==> src/rtl/pair_feeder_pkg.sv <==
// Shared types and constants for the pair feeder: FSM state enums, pair layout, widths.
package pair_feeder_pkg;

    localparam int unsigned DEPTH_DEF = 4;
    localparam int unsigned DIM_W     = 4;
    localparam int unsigned PAIR_W    = 2 * DIM_W;
    localparam int unsigned CNT_W     = 8;

    typedef enum logic {
        IN_IDLE = 1'b0,
        IN_ACK  = 1'b1
    } in_state_e;

    typedef enum logic [1:0] {
        OUT_IDLE = 2'd0,
        OUT_REQ  = 2'd1,
        OUT_WAIT = 2'd2
    } out_state_e;

    // Upper nibble is the first dimension, lower nibble the second.
    typedef struct packed {
        logic [DIM_W-1:0] a;
        logic [DIM_W-1:0] b;
    } pair_t;

    function automatic logic pair_has_zero(input pair_t p);
        return (p.a == '0) || (p.b == '0);
    endfunction

endpackage

==> src/rtl/pair_feeder_if.sv <==
// Source and perimeter-stage handshake signals plus the delivery/drop counters.
interface pair_feeder_if
    import pair_feeder_pkg::*;
();

    logic [PAIR_W-1:0] x;
    logic              dav_in_;
    logic              rfd_in;
    logic [DIM_W-1:0]  a;
    logic [DIM_W-1:0]  b;
    logic              dav_;
    logic              rfd;
    logic [CNT_W-1:0]  sent;
    logic [CNT_W-1:0]  dropped;

    modport master (
        output x, dav_in_, rfd,
        input  rfd_in, a, b, dav_, sent, dropped
    );

    modport slave (
        input  x, dav_in_, rfd,
        output rfd_in, a, b, dav_, sent, dropped
    );

endinterface

==> src/rtl/pair_fifo.sv <==
// Pair FIFO with power-of-two depth; full is judged on the pre-edge occupancy.
module pair_fifo
    import pair_feeder_pkg::*;
#(
    parameter int unsigned DEPTH = DEPTH_DEF
) (
    input  logic  clock,
    input  logic  reset,
    input  logic  push_i,
    input  logic  pop_i,
    input  pair_t wdata_i,
    output pair_t head_c,
    output logic  full_c,
    output logic  empty_c
);

    localparam int unsigned AW = $clog2(DEPTH);
    localparam int unsigned CW = AW + 1;

    pair_t          mem_q [DEPTH];
    logic [AW-1:0]  wr_ptr_q, wr_ptr_d;
    logic [AW-1:0]  rd_ptr_q, rd_ptr_d;
    logic [CW-1:0]  count_q, count_d;
    logic           wr_en;
    logic           rd_en;

    assign full_c  = (count_q == CW'(DEPTH));
    assign empty_c = (count_q == '0);
    assign head_c  = mem_q[rd_ptr_q];

    assign wr_en = push_i && !full_c;
    assign rd_en = pop_i && !empty_c;

    // Pointers wrap naturally because DEPTH is a power of two.
    always_comb begin
        wr_ptr_d = wr_ptr_q;
        rd_ptr_d = rd_ptr_q;
        count_d  = count_q;
        if (wr_en) begin
            wr_ptr_d = wr_ptr_q + AW'(1);
        end
        if (rd_en) begin
            rd_ptr_d = rd_ptr_q + AW'(1);
        end
        if (wr_en && !rd_en) begin
            count_d = count_q + CW'(1);
        end else if (rd_en && !wr_en) begin
            count_d = count_q - CW'(1);
        end
    end

    always_ff @(posedge clock) begin
        if (reset) begin
            wr_ptr_q <= '0;
            rd_ptr_q <= '0;
            count_q  <= '0;
        end else begin
            wr_ptr_q <= wr_ptr_d;
            rd_ptr_q <= rd_ptr_d;
            count_q  <= count_d;
        end
    end

    // Storage needs no reset: occupancy alone decides what is valid.
    always_ff @(posedge clock) begin
        if (wr_en) begin
            mem_q[wr_ptr_q] <= wdata_i;
        end
    end

endmodule

==> src/rtl/pair_feeder.sv <==
// Accepts packed dimension pairs over a 4-phase handshake, drops zero-size pairs,
// buffers the rest and replays them in order over a second 4-phase handshake.
module pair_feeder
    import pair_feeder_pkg::*;
#(
    parameter int unsigned DEPTH = DEPTH_DEF
) (
    input logic          clock,
    input logic          reset,
    pair_feeder_if.slave pif
);

    in_state_e        in_q, in_d;
    out_state_e       out_q, out_d;
    logic             rfd_in_q, rfd_in_d;
    logic             dav_q, dav_d;
    logic [DIM_W-1:0] a_q, a_d;
    logic [DIM_W-1:0] b_q, b_d;
    logic [CNT_W-1:0] sent_q, sent_d;
    logic [CNT_W-1:0] dropped_q, dropped_d;

    pair_t            x_pair;
    pair_t            head;
    logic             push;
    logic             pop;
    logic             full;
    logic             empty;

    assign x_pair = pair_t'(pif.x);

    assign pif.rfd_in  = rfd_in_q;
    assign pif.dav_    = dav_q;
    assign pif.a       = a_q;
    assign pif.b       = b_q;
    assign pif.sent    = sent_q;
    assign pif.dropped = dropped_q;

    pair_fifo #(
        .DEPTH (DEPTH)
    ) u_fifo (
        .clock   (clock),
        .reset   (reset),
        .push_i  (push),
        .pop_i   (pop),
        .wdata_i (x_pair),
        .head_c  (head),
        .full_c  (full),
        .empty_c (empty)
    );

    // Source side: capture on falling dav_in_, hold the ack until dav_in_ rises.
    always_comb begin
        in_d      = in_q;
        rfd_in_d  = rfd_in_q;
        dropped_d = dropped_q;
        push      = 1'b0;
        case (in_q)
            IN_IDLE: begin
                if (!pif.dav_in_ && !full) begin
                    in_d     = IN_ACK;
                    rfd_in_d = 1'b0;
                    if (pair_has_zero(x_pair)) begin
                        dropped_d = dropped_q + CNT_W'(1);
                    end else begin
                        push = 1'b1;
                    end
                end
            end
            IN_ACK: begin
                if (pif.dav_in_) begin
                    in_d     = IN_IDLE;
                    rfd_in_d = 1'b1;
                end
            end
        endcase
    end

    // Perimeter side: present the head, pop on rfd low, wait for rfd to return high.
    always_comb begin
        out_d  = out_q;
        dav_d  = dav_q;
        a_d    = a_q;
        b_d    = b_q;
        sent_d = sent_q;
        pop    = 1'b0;
        case (out_q)
            OUT_IDLE: begin
                if (!empty) begin
                    out_d = OUT_REQ;
                    dav_d = 1'b0;
                    a_d   = head.a;
                    b_d   = head.b;
                end
            end
            OUT_REQ: begin
                if (!pif.rfd) begin
                    out_d  = OUT_WAIT;
                    dav_d  = 1'b1;
                    pop    = 1'b1;
                    sent_d = sent_q + CNT_W'(1);
                end
            end
            OUT_WAIT: begin
                if (pif.rfd) begin
                    out_d = OUT_IDLE;
                end
            end
            default: begin
                out_d = OUT_IDLE;
                dav_d = 1'b1;
            end
        endcase
    end

    always_ff @(posedge clock) begin
        if (reset) begin
            in_q      <= IN_IDLE;
            out_q     <= OUT_IDLE;
            rfd_in_q  <= 1'b1;
            dav_q     <= 1'b1;
            a_q       <= '0;
            b_q       <= '0;
            sent_q    <= '0;
            dropped_q <= '0;
        end else begin
            in_q      <= in_d;
            out_q     <= out_d;
            rfd_in_q  <= rfd_in_d;
            dav_q     <= dav_d;
            a_q       <= a_d;
            b_q       <= b_d;
            sent_q    <= sent_d;
            dropped_q <= dropped_d;
        end
    end

endmodule

==> src/flat_wrapper.sv <==
// flat-port wrapper written by rule: the top's interface ports become plain ports
module pair_feeder_flat import pair_feeder_pkg::*;
#(
    parameter int unsigned DEPTH = DEPTH_DEF
)
  (clock, reset, pif_x, pif_dav_in_, pif_rfd, pif_rfd_in, pif_a, pif_b, pif_dav_, pif_sent, pif_dropped);
  pair_feeder_if pif_i ();
  input logic clock;
  input logic reset;
  input wire logic [$bits(pif_i.x)-1:0] pif_x;
  input wire logic [$bits(pif_i.dav_in_)-1:0] pif_dav_in_;
  input wire logic [$bits(pif_i.rfd)-1:0] pif_rfd;
  output wire logic [$bits(pif_i.rfd_in)-1:0] pif_rfd_in;
  output wire logic [$bits(pif_i.a)-1:0] pif_a;
  output wire logic [$bits(pif_i.b)-1:0] pif_b;
  output wire logic [$bits(pif_i.dav_)-1:0] pif_dav_;
  output wire logic [$bits(pif_i.sent)-1:0] pif_sent;
  output wire logic [$bits(pif_i.dropped)-1:0] pif_dropped;
  assign pif_i.x = pif_x;
  assign pif_i.dav_in_ = pif_dav_in_;
  assign pif_i.rfd = pif_rfd;
  assign pif_rfd_in = pif_i.rfd_in;
  assign pif_a = pif_i.a;
  assign pif_b = pif_i.b;
  assign pif_dav_ = pif_i.dav_;
  assign pif_sent = pif_i.sent;
  assign pif_dropped = pif_i.dropped;
  pair_feeder #(.DEPTH(DEPTH)) u_core (.clock(clock), .reset(reset), .pif(pif_i));
endmodule
==> config.mk <==
export PLATFORM = sky130hd
export DESIGN_NAME = pair_feeder_flat
export DESIGN_NICKNAME = d
export VERILOG_FILES = /design/src/rtl/pair_feeder_pkg.sv /design/src/rtl/pair_feeder_if.sv /design/src/rtl/pair_fifo.sv /design/src/rtl/pair_feeder.sv /design/src/flat_wrapper.sv
export SDC_FILE = /design/constraint.sdc
export NUM_CORES = 1
export LEC_CHECK = 0
export CAP_MARGIN = 10
export CORE_MARGIN = 2
export CORE_UTILIZATION = 49
export DETAILED_ROUTE_END_ITERATION = 12
export GPL_TIMING_DRIVEN = 0
export PLACE_DENSITY = 0.75
export SETUP_SLACK_MARGIN = 0.2
export SLEW_MARGIN = 20
export SYNTH_ARGS = -nofsm -noshare
export SYNTH_HDL_FRONTEND = slang
export SYNTH_SLANG_ARGS = --single-unit
==> constraint.sdc <==
create_clock -name clock -period 2.8 [get_ports clock]
set_clock_uncertainty 0.1 [all_clocks]
set_input_delay 0.56 -clock clock [delete_from_list [all_inputs] [get_ports clock]]
set_output_delay 0.56 -clock clock [all_outputs]
set_load 0.1 [all_outputs]
==> out/metrics.cfg <==
[grt]
gr-total-overflow = 0
grt_pass1_vias = 1742
grt.total_usage = 0.1758
grt_max_degree = 12
antenna_found_initial = 0
grt_pass1_wl_um = 8204

[pwr]
pwr-share-clk = 0.239
power_density_mw_per_mm2 = 913.7
netSwitchingFraction = 0.3840
switchingPower_mw = 1.217
fin_total_pwr_mw = 3.168
power.internal_mw = 1.951
p_leak_nw = 1.284
combPwrFrac = 0.356
power_frac_seq = 0.405
ir_drop_uv = 539.3

[clock_network]
cts_made_buffers = 9
cts-root-buf = clkbuf_8
clock-sinks = 68
ctsHoldBuffers = 0
htreeDepth = 3
cts_tree = yes
clock_path_buffers = 2
clk_latency_ns = 0.33
clkTransAtPathRegs_ns = 0.07

[synthesis]
syn_nets = 240
synth.distinct_cells = 36
netlist.area_leader.share = 0.3459
synthArstFlopShare = 0
synth_edf_count = 32
synthTopCellsByArea = edfxtp_1, dfxtp_1, mux4_2
syn_area_per_cell_um2 = 12.63
synth_area_mm2 = 0.002778
yosysWarnings = 0
syn-instance-count = 220
ys.flop_type = dfxtp_1
yosysSeqAreaShare = 0.6054
ys_seq_elements = 68
synth_top_cell_by_area = edfxtp_1

[final_layout]
fin_area_mm2 = 0.003467
seqCellArea_mm2 = 0.001682
nFillCells = 420
drive_above_1_share = 0.1350
multi_input_area_mm2 = 0.001061
nets = 289
syn2layout_area_growth_pct = 24.82
n_antenna_cell = 0

[floorplan]
initial_core_util = 0.5044
die-width_um = 79.29
dieHeight_um = 79.29
io_pins = 38
fp.dieArea_mm2 = 0.006287
fp-row-count = 27
coreArea_mm2 = 0.005507

[timing]
rsz0062_at_grt = false
final-hold-violation-count = 0
setup_viol = 0
setup_ws_ns = 0.2632
drv_slew = 0
max_freq_mhz = 394.2
hold_slack_ns = 0.3559
min_period_ns = 2.537
period_share = 0.9060
worstMarginPinSlew_ns = 0.9761
slew_headroom = 0.3472

[run]
drv_cap = 0

[place]
place.gp.congestion = 0.7487
post-place-ws_ns = -0.4442
placed_cell_area_mm2 = 0.003233
portBuffers = 36
dp_hpwl_um = 3476

[drt]
wl_um = 4951
drc = 0
dr.pass1.iters = 4
ant_nets = 0
dr_total_vias = 1832
drt_iter0_markers = 102
wl_per_cell_um = 14.31
vias_per_cell = 5.295

[critical_path]
cp_slowest_stage_delay_ns = 1.15
crit_chain = clkdlybuf4s50_1
endpoint_kind = output port
cp.required_ns = 2.14
cp-start-kind = flop
cp_top_family = buffers and inverters
criticalPathCategory = reg2out
crit_fanout = 5
arrival_ns = 1.88
cp_slowest_cell = clkdlybuf4s50_1
path_buf_inv = 1

[min_path]
hp-class = reg2reg

[run_status]
outcome = finished, final reports clean

## per-layer routing
| layer | routed length, µm | vias to the layer above | track usage |
|---|---|---|---|
| met3 | 198 | 10 | 0.04545 |
| met4 | 120 | 0 | 0.08966 |
| met2 | 2393 | 41 | 0.2729 |
| met5 | 0 | - | 0 |
| li1 | - | 895 | - |
| met1 | 2238 | 886 | 0.2283 |
## logic make-up (layout without fill, tap and decap cells)
logic type                 Yosys count  count (layout)  synth area share
DFF                                 68              68            0.6054
AOI/OAI and AO/OA                   32              32           0.06576
muxes                               12              12           0.07928
and+or+nand+nor                     76              76            0.1563
buffers and inverters               12              66           0.01667
xor gates and xnor gates            12              12           0.03784
adders and majority gates            8               8           0.03874
## power by group through the flow
stage          Clock (mW)  Sequential [mW]  Combinational, mW
2_1_floorplan           0             1.76              0.409
3_3_place_gp            0             1.30               1.09
3_5_place_dp            0             1.30               1.12
4_1_cts             0.769             1.28               1.13
5_1_grt             0.820             1.30               1.21
6_report            0.758             1.28               1.13
## through the flow
step / instances / setup TNS, ns / util
after floorplan: 220 / 0 / -
after global placement: 328 / -0.4816 / 0.5871
after detailed placement: 328 / -0.6263 / 0.5871
after CTS: 346 / 0 / 0.6239
after global routing: 346 / 0 / 0.6296
final: 346 / 0 / 0.6296
## cell usage in the layout, fill, tap and decap left out, types with 2 or more instances in the layout
| master | Yosys | layout |
|---|---|---|
| ha_1 | 7 | 6 |
| nor4_4 | 2 | 2 |
| edfxtp_1 | 32 | 32 |
| or4_1 | 2 | 2 |
| clkdlybuf4s50_1 | 0 | 23 |
| inv_1 | 5 | 4 |
| mux2i_1 | 4 | 4 |
| or2_2 | 2 | 2 |
| o31ai_1 | 2 | 2 |
| dfxtp_1 | 36 | 36 |
| nand4_1 | 2 | 2 |
| nor3_1 | 6 | 6 |
| dlygate4sd2_1 | 0 | 3 |
| nand2_1 | 22 | 22 |
| nor2_1 | 16 | 16 |
| buf_4 | 0 | 2 |
| dlymetal6s2s_1 | 0 | 10 |
| clkbuf_1 | 5 | 7 |
| or3_1 | 8 | 8 |
| mux4_2 | 8 | 8 |
| and2_1 | 4 | 4 |
| xnor2_1 | 5 | 5 |
| xor2_1 | 7 | 7 |
| o21ai_0 | 7 | 7 |
| a21oi_1 | 20 | 20 |
| clkbuf_8 | 0 | 13 |
| nand3_1 | 4 | 4 |
## path summary, 6_finish.rpt
kind,to,slack [ns],cells after the start,start
setup / recovery,pif_sent[4],0.26,1,u_core.pif.sent[4]
hold / removal,u_core.pif.a[0],0.36,2,u_core.pif.a[0]
setup reg to reg,u_core.u_fifo.count_q[2],0.42,8,u_core.in_q
hold reg to reg,u_core.pif.a[0],0.36,2,u_core.pif.a[0]
## Yosys cell counts, types with 2 or more instances
library cell and count:
a21oi_1 20, and2_1 4, clkbuf_1 5, dfxtp_1 36, edfxtp_1 32, ha_1 7, inv_1 5, mux2i_1 4
mux4_2 8, nand2_1 22, nand3_1 4, nand4_1 2, nor2_1 16, nor3_1 6, nor4_4 2, o21ai_0 7
o31ai_1 2, or2_2 2, or3_1 8, or4_1 2, xnor2_1 5, xor2_1 7
## repair_timing
| action | CTS | global route |
|---|---|---|
| buffers inserted | 2 | 0 |
| hold endpoints to repair | 0 | 0 |
| pin swaps | 2 | 0 |
| setup endpoints to repair | 4 | 4 |
| resized for setup | 3 | 11 |
## registers in the layout, indices dropped and copies added, names as in the netlist
register / flops
u_core.in_q: 1
u_core.out_q: 2
u_core.u_fifo.count_q: 3
u_core.pif.b: 4
u_core.u_fifo.rd_ptr_q: 2
u_core.pif.a: 4
u_core.pif.dropped: 8
u_core.pif.rfd_in: 1
u_core.u_fifo.mem_q: 32
u_core.u_fifo.wr_ptr_q: 2
u_core.pif.sent: 8
u_core.pif.dav_: 1
## worst min-delay path, cell delays in order (launching register included)
cell and delay, ns:
dfxtp_1 0.31, nand2_1 0.05, a21oi_1 0.05
## area by class of cell
type,count,share of cell area
inverter,5,0.005413
tap,72,0.02598
sequential,68,0.4850
clock buffer,15,0.05377
buffer,7,0.007939
multi-input combinational,140,0.3060
timing repair buffer,38,0.1144
clock inverter,1,0.001444
Note: power is estimated with default switching activity, not from simulation.
